<file path="src/rtl/mem_port_arbiter.sv">
`default_nettype none
// ============================================================================
// Module      : mem_port_arbiter
// Description : Shares one single-ported SRAM between the fetch port and the
//               load/store port. Data wins by default; a bounded starvation
//               counter forces a fetch grant after STARVE_MAX lost cycles.
//               Read responses are routed back to the issuing port one cycle
//               after the grant.
// Revision    : 1.0 - initial release
// ============================================================================
module mem_port_arbiter #(
    parameter int unsigned STARVE_MAX = 3
) (
    input  logic        clk,
    input  logic        rst,
    // fetch port
    input  logic        i_if_req,
    input  logic [31:0] i_if_addr,
    output logic        o_if_gnt,
    output logic        o_if_rvalid,
    output logic [31:0] o_if_rdata,
    // load/store port
    input  logic        i_d_req,
    input  logic [3:0]  i_d_we,
    input  logic [31:0] i_d_addr,
    input  logic [31:0] i_d_wdata,
    output logic        o_d_gnt,
    output logic        o_d_rvalid,
    output logic [31:0] o_d_rdata,
    // memory macro
    output logic        o_mem_en,
    output logic [3:0]  o_mem_we,
    output logic [31:0] o_mem_addr,
    output logic [31:0] o_mem_wdata,
    input  logic [31:0] i_mem_rdata,
    // pipeline stall
    output logic        o_cpu_wait
);

    localparam logic [3:0]  C_STARVE_MAX = 4'(STARVE_MAX);
    localparam logic [31:0] C_WORD_MASK  = 32'hFFFF_FFFC;

    typedef enum logic [1:0] {
        OWN_NONE = 2'b00,
        OWN_IF   = 2'b01,
        OWN_D    = 2'b10
    } owner_t;

    logic [3:0] r_starve_cnt;
    owner_t     r_resp_owner;
    logic       r_resp_is_wr;

    logic       w_if_gnt;
    logic       w_d_gnt;
    logic       w_if_rvalid;
    logic       w_d_rvalid;

    // Arbitration: data first unless fetch has already lost STARVE_MAX times
    always_comb begin
        w_if_gnt = 1'b0;
        w_d_gnt  = 1'b0;
        if (!rst) begin
            if (i_d_req && (!i_if_req || (r_starve_cnt < C_STARVE_MAX))) begin
                w_d_gnt = 1'b1;
            end else if (i_if_req) begin
                w_if_gnt = 1'b1;
            end
        end
    end

    // Memory drive from whichever port holds the grant; idle bus is all zero
    always_comb begin
        o_mem_we    = 4'b0000;
        o_mem_addr  = 32'h0;
        o_mem_wdata = 32'h0;
        if (w_d_gnt) begin
            o_mem_we    = i_d_we;
            o_mem_addr  = i_d_addr & C_WORD_MASK;
            o_mem_wdata = i_d_wdata;
        end else if (w_if_gnt) begin
            o_mem_addr  = i_if_addr & C_WORD_MASK;
        end
    end

    // Count consecutive cycles a waiting fetch loses to data, saturating
    always_ff @(posedge clk) begin
        if (rst) begin
            r_starve_cnt <= 4'd0;
        end else if (w_if_gnt || !i_if_req) begin
            r_starve_cnt <= 4'd0;
        end else if (w_d_gnt && (r_starve_cnt < C_STARVE_MAX)) begin
            r_starve_cnt <= r_starve_cnt + 4'd1;
        end
    end

    // Remember who owns the response arriving next cycle
    always_ff @(posedge clk) begin
        if (rst) begin
            r_resp_owner <= OWN_NONE;
            r_resp_is_wr <= 1'b0;
        end else begin
            r_resp_owner <= w_if_gnt ? OWN_IF : (w_d_gnt ? OWN_D : OWN_NONE);
            r_resp_is_wr <= w_d_gnt && (i_d_we != 4'b0000);
        end
    end

    // Response routing; reset masks any response still in flight
    always_comb begin
        w_if_rvalid = !rst && (r_resp_owner == OWN_IF);
        w_d_rvalid  = !rst && (r_resp_owner == OWN_D);
        o_if_rdata  = w_if_rvalid ? i_mem_rdata : 32'h0;
        o_d_rdata   = (w_d_rvalid && !r_resp_is_wr) ? i_mem_rdata : 32'h0;
    end

    assign o_if_gnt    = w_if_gnt;
    assign o_d_gnt     = w_d_gnt;
    assign o_if_rvalid = w_if_rvalid;
    assign o_d_rvalid  = w_d_rvalid;
    assign o_mem_en    = w_if_gnt | w_d_gnt;
    assign o_cpu_wait  = !rst && ((i_if_req && !w_if_gnt) || (i_d_req && !w_d_gnt));

endmodule
`default_nettype wire

</file>
<file path="config.mk">
export PLATFORM = sky130hd
export DESIGN_NAME = mem_port_arbiter
export DESIGN_NICKNAME = d
export VERILOG_FILES = /design/src/rtl/mem_port_arbiter.sv
export SDC_FILE = /design/constraint.sdc
export NUM_CORES = 1
export LEC_CHECK = 0
export BUFFER_PORTS_ARGS = -buffer_cell sky130_fd_sc_hd__buf_2
export CAP_MARGIN = 25
export CORE_AREA = 2 2 106 108
export DETAILED_ROUTE_END_ITERATION = 10
export DIE_AREA = 0 0 108 110
export MAX_ROUTING_LAYER = met4
export PLACE_DENSITY = 0.59
export SLEW_MARGIN = 5
export SYNTH_ARGS = -nofsm -noshare
export SYNTH_HDL_FRONTEND = slang
export SYNTH_SLANG_ARGS = --single-unit
</file>
<file path="constraint.sdc">
create_clock -name clk -period 1.87 [get_ports clk]
set_clock_uncertainty 0.05 [all_clocks]
set_input_delay 0.0935 -clock clk [delete_from_list [all_inputs] [get_ports clk]]
set_output_delay 0.0935 -clock clk [all_outputs]
set_load 0.05 [all_outputs]
</file>
==> flow_summary.yaml, run 1 <==
run_status:
  status: "completed"
routing:
  drtIter0Drc: 91
  wl_met2_mm: 4.311
  top_layer_used: "met4"
  dr_wl_met3_um: 550
  vias: 2777
  detail-route-antenna-nets: 0
  viasPerCell: 4.319
  wl_met1_mm: 3.255
  wl_per_cell_um: 12.65
  drc_errors: 0
  dr.pass1.iters: 4
  drt_wl_total_mm: 8.131
worst_setup_path:
  worstSetupEndpointType: "output port"
  path_class: "register to output port"
  arrival_ns: 1.65
  r2r-end: "r_resp_is_wr"
  cp.required_ns: 1.73
  crit_path_start_kind: "register"
  r2r_slack_ns: 0.46
  cp_max_fo: 17
  rr_startpoint: "r_starve_cnt[0]"
  rr_worst_depth: 4
sta:
  hold_violations: 0
  hold-worst-slack_ns: 0.1567
  setup_violations: 0
  drv_slew: 0
  post-route-period-util: 0.9601
  rsz0062_at_grt: "false"
  post-route-min-period_ns: 1.795
  fmax_mhz: 557.0
final_layout:
  syn_to_final_growth_pct: 79.61
  stdcell_count: 643
  n_antenna_cell: 0
  multiInputGateArea_um2: 1549
  final_util: 0.3338
  fillers: 1137
  drive_gt1_frac: 0.6302
  num-nets-final: 641
  regArea_um2: 140.1
floorplan:
  die-area_um2: 11880
  io_pins: 274
  initial_core_util: 0.1858
  core-area_um2: 10700
  rows: 38
  die_y_um: 110
  die_x_um: 108
clock_tree:
  clk_pin_slew_worst_paths_ns: 0.04
  cts_max_level: 1
  clk_latency_ns: 0.22
  hold_buffers: 0
  cts_tree: "yes"
  cts_buffers: 3
  clockRootBuffer: "clkbuf_8"
  cts_sinks: 7
  clock_path_buffers: 2
synthesis:
  async_flop_share: 0
  synth.largest_area_cell: "o32ai_2"
  synth_cells: 251
  synth-seq-cells: 7
  yosysWarningCount: 0
  synth_commonest_cells: "and2_1, and3_1, inv_1, nand3b_1, o32ai_2"
  seq_area_frac_synth: 0.07048
  synth.most_common_cell: "and2_1"
  synth.distinct_cells: 26
  ys.flop_type: "dfxtp_1"
  synth_area_um2: 1988
  synth_edf_count: 0
  synth_top_area_share: 0.2209
  synth_area_leaders: "o32ai_2, and2_1, and3_1"
  syn_area_per_cell_um2: 7.921
min_path:
  hold_depth: 3
  holdPathEnd: "r_resp_is_wr"
  holdCritStartpoint: "i_d_we[3]"
  hold_path.class: "input port to register"
placed_design:
  port-buffer-count: 267
  dp.cells: 638
  dp_hpwl_mm: 6.275
  routabilityCongestion: 0.7095
global_route:
  grt_pass1_vias: 2372
  grt_max_degree: 40
  grt_pass1_wl_mm: 10.88
  grtUsageTotal: 0.1140
  gr-total-overflow: 0
  antenna_found_initial: 0
power_and_ir_drop:
  power_density_nw_per_um2: 368.1
  max-vdd-ir-drop_v: 0.0002464
  leakage_nw: 2.171
flow_run:
  cap_viol_max_count: 0
flip-flops by register name (all words and copies together) (netlist names):
name and flops:
r_resp_is_wr 1, r_starve_cnt 4, r_resp_owner 2
through the flow:
step                      instance area, µm²  setup slack, ns  TNS [ns]  total power, W
after floorplan                         2002          -0.1943   -0.5829       0.0008107
after global placement                  3413           0.1961         0        0.001064
after detailed placement                3413           0.1698         0        0.001075
after CTS                               3473          0.02386         0        0.001292
after global routing                    3571         0.002393         0        0.001394
final                                   3571          0.07457         0        0.001315
metal layers:
layer	global-route usage	vias to the layer above
li1	-	1371
met1	0.1359	1268
met2	0.2143	136
met3	0.008230	2
met4	0.01740	0
met5	-	-
logic make-up (layout without fill, tap and decap cells):
| family | Yosys count | in the layout | synth area share |
|---|---|---|---|
| AND/OR/NAND/NOR | 147 | 147 | 0.4997 |
| buffers and inverters | 62 | 311 | 0.1693 |
| adder cells (fa/ha/maj) | 1 | 1 | 0.006292 |
| other | 1 | 4 | 0.001886 |
| flip-flops | 7 | 7 | 0.07048 |
| AO/OA/AOI/OAI | 33 | 33 | 0.2524 |
placed cells by master, fill, tap and decap left out, drive strengths merged:
master	n
and2	65
and3	36
and4	1
and4b	1
buf	270
clkbuf	11
conb	4
dfxtp	7
ha	1
inv	30
nand2b	2
nand3b	30
nor2	4
nor2b	1
nor3	2
nor3b	2
nor4	1
nor4b	2
o22ai	1
o31a	1
o31ai	1
o32ai	30
critical path: stages, from the launching register on:
cell       delay (ns)
dfxtp_1          0.31
ha_2             0.23
o31a_4           0.32
clkbuf_16        0.20
o32ai_2          0.11
buf_4            0.24
what timing repair did:
item,in CTS,in global routing
gates resized for setup,6,42
endpoints found under the setup margin,31,29
setup buffers,0,0
cloned,0,1
endpoints found under the hold margin,0,0
worst max path at each step:
stage / startpoint / end / slack, ns / cells after the start
finish: r_starve_cnt[0] / o_mem_addr[10] / 0.07 / 5
global route: r_starve_cnt[0] / o_mem_wdata[21] / 0.002 / 5
global placement: r_starve_cnt[0] / o_mem_en / 0.20 / 5
detailed placement: r_starve_cnt[0] / o_mem_en / 0.17 / 5
CTS: r_starve_cnt[0] / o_mem_addr[31] / 0.02 / 5
floorplan: r_starve_cnt[0] / o_mem_addr[2] / -0.19 / 3
final cells by class:
cell class              instances  share of cell area
inverters                      30             0.03153
multi-input cells             185              0.4338
repair buffers                277              0.4338
flip-flops and latches          7             0.03924
clock buffers                   4             0.01261
well taps                     140             0.04905
report_power, final:
group	internal [W]	total, W	switching, W	leakage [nW]
logic	0.000327	0.000943	0.000616	2.09
clock network	0.000147	0.000206	0.0000593	0.0228
registers	0.000156	0.000165	0.00000887	0.0578
total	0.000630	0.00131	0.000684	2.17
(Power assumes the default switching activity.)
==> run 2, diff against run 1 <==
Settings changed: ABC_AREA set to 1, CORE_AREA 2 2 106 108 to 2 2 107 109, DIE_AREA 0 0 108 110 to 0 0 109 111, PLACE_DENSITY 0.59 to 0.53.
==> run 2 against run 1 <==
Die area is 1.8% higher. Non-clock buffer count increased by 7. Sequential power down 2%. Largest cell class is now non-clock buffers. Largest power group unchanged. Highest routed layer unchanged.
==> flow_summary.yaml, run 2 <==
power_and_ir_drop:
  leakage_nw: 2.543
  clockPowerShare: 0.236
  netSwitchingFraction: 0.4783
  p_switching_w: 0.0007399
  combPwrFrac: 0.660
  power_density_nw_per_um2: 382.5
  max-vdd-ir-drop_v: 0.0002271
  p_seq_frac: 0.104
  intPower_w: 0.0008069
routing:
  drtIter0Drc: 83
  viasPerCell: 3.685
  vias: 2712
  detail-route-antenna-nets: 0
  dr.pass1.iters: 4
  wl_per_cell_um: 10.65
  drt_wl_total_mm: 7.842
  drc_errors: 0
clock_tree:
  clockRootBuffer: "clkbuf_16"
  cts_sinks: 7
  clock_path_buffers: 2
  cts_tree: "yes"
  cts_max_level: 1
  cts_buffers: 3
  clk_pin_slew_worst_paths_ns: 0.04
  clk_latency_ns: 0.23
final_layout:
  final_area_um2: 4044
  final_util: 0.3651
  fillers: 1169
  drive_gt1_frac: 0.6239
  n_antenna_cell: 0
  top_regs: "r_starve_cnt: 4 flops, r_resp_owner: 2 flops, r_resp_is_wr: 1 flops"
  stdcell_count: 736
  syn_to_final_growth_pct: 179.3
  final_common_cell: "buf_2"
  top_register: "r_starve_cnt"
  num-nets-final: 731
  largest_reg_flops: 4
  layout_common_cells: "buf_2, nand2_1, inv_1, buf_6, nor2_1"
placed_design:
  dp.cells: 724
  dp_hpwl_mm: 5.730
  port-buffer-count: 267
  routabilityCongestion: 0.7335
  dpl_cell_area_um2: 3052
min_path:
  hold_depth: 2
  hold_path.class: "input port to register"
synthesis:
  synth_area_leaders: "nand2_1, nor2_1, inv_1"
  seq_area_frac_synth: 0.09680
  synth.distinct_cells: 19
  synth_commonest_cells: "nand2_1, nor2_1, inv_1"
  syn_area_per_cell_um2: 4.524
  synth_area_um2: 1448
  synth_top_area_share: 0.2489
  ys.flop_type: "dfxtp_1"
  synth.most_common_cell: "nand2_1"
  synth_cells: 320
  synth.largest_area_cell: "nand2_1"
  synth-seq-cells: 7
  yosysWarningCount: 0
  synth_edf_count: 0
  async_flop_share: 0
worst_setup_path:
  cp.required_ns: 1.73
  crit_path_start_kind: "register"
  worstSetupEndpointType: "output port"
  path_class: "register to output port"
  rr_worst_depth: 10
  arrival_ns: 1.71
  cp_max_fo: 6
global_route:
  grtUsageTotal: 0.1124
  gr-total-overflow: 0
  grt_pass1_vias: 2352
  antenna_found_initial: 0
  grt_pass1_wl_mm: 10.73
  grt_max_degree: 34
floorplan:
  die-area_um2: 12100
  initial_core_util: 0.1307
  die_x_um: 109
  rows: 39
  core-area_um2: 11080
  die_y_um: 111
  io_pins: 274
sta:
  hold_violations: 0
  setup_violations: 0
  fmax_mhz: 538.4
  hold-worst-slack_ns: 0.08278
  fin_tns_setup_ns: 0
  drv_slew: 0
  post-route-period-util: 0.9932
  rsz0062_at_grt: "true"
  post-route-min-period_ns: 1.857
run_status:
  status: "completed"
flow_run:
  cap_viol_max_count: 0
==> run 2: changes by cell type in the layout (fill, tap and decap cells not counted), sizes merged, moves of 6 or more <==
cell    previous run  this run
inv               30        81
and3              36         1
clkbuf            11         5
and2              65         0
o32ai             30         0
nand3b            30         0
nand2              0        98
buf              270       282
nor2               4       107
==> run 2: cell families after synthesis <==
kind of cell | after synthesis | synth area share
AO/OA/AOI/OAI | 1 | 0.003454
adder cells (fa/ha/maj) | 1 | 0.008642
buffers and inverters | 99 | 0.2887
flip-flops | 7 | 0.09680
other | 1 | 0.002590
AND/OR/NAND/NOR | 211 | 0.5998
==> run 2: power by group through the flow <==
stage / clock [W] / sequential (W) / combinational [W]
2_1_floorplan: 0 / 0.000162 / 0.000543
3_3_place_gp: 0 / 0.000162 / 0.000811
3_5_place_dp: 0 / 0.000162 / 0.000811
4_1_cts: 0.000370 / 0.000160 / 0.000979
5_1_grt: 0.000386 / 0.000162 / 0.00108
6_report: 0.000365 / 0.000161 / 0.00102
==> run 2: final timing paths <==
kind,from,end,slack (ns)
max,r_starve_cnt[0],o_mem_wdata[15],0.01
min reg2reg,r_starve_cnt[0],r_starve_cnt[0],0.47
max reg2reg,r_starve_cnt[0],r_resp_is_wr,0.29
min,rst,r_resp_owner[1],0.08
==> run 2: layer usage <==
layer  track usage  part of all wire  wire [µm]  vias to the layer above
met1        0.1153              0.37       2870                     1119
met3       0.01293             0.086        678                        8
met4       0.02137            0.0078         61                        0
met5             -                 0          0                        -
met2        0.2232              0.54       4232                      171
li1              -                 -          -                     1414
==> run 2: worst max-delay path, cell delays in order, from the launching register on <==
cell and delay [ns]:
dfxtp_2 0.32, ha_4 0.15, nor2_2 0.06, nand2_1 0.06
nand2_2 0.08, nand2_4 0.06, nor2_4 0.10, buf_12 0.15
inv_16 0.06, clkbuf_16 0.17, nor2_4 0.09, buf_6 0.16
==> run 2: area by class of cell <==
class                      count  area [µm²]  share of cell area
multi-input combinational    217        1245              0.3079
clock inverter                 1       5.005            0.001238
clock buffer                   3       75.07             0.01856
tap                          143       178.9             0.04425
inverter                      81       320.3             0.07921
sequential                     7       142.6             0.03527
timing repair buffer         284        2077              0.5136
==> run 2: repair_timing <==
item	4_1_cts	5_1_grt
cloned	3	2
hold buffers	0	0
resized for setup	188	33
endpoints found under the setup margin	68	69
pin swaps	2	4
setup buffers	1	2
==> run 2: through the flow <==
step	power, W	worst slack [ns]
6_report	0.001547	0.01270
5_1_grt	0.001628	-0.08358
4_1_cts	0.001510	-0.03399
3_5_place_dp	0.0009735	0.05688
3_3_place_gp	0.0009732	0.06004
2_1_floorplan	0.0007042	-0.006194
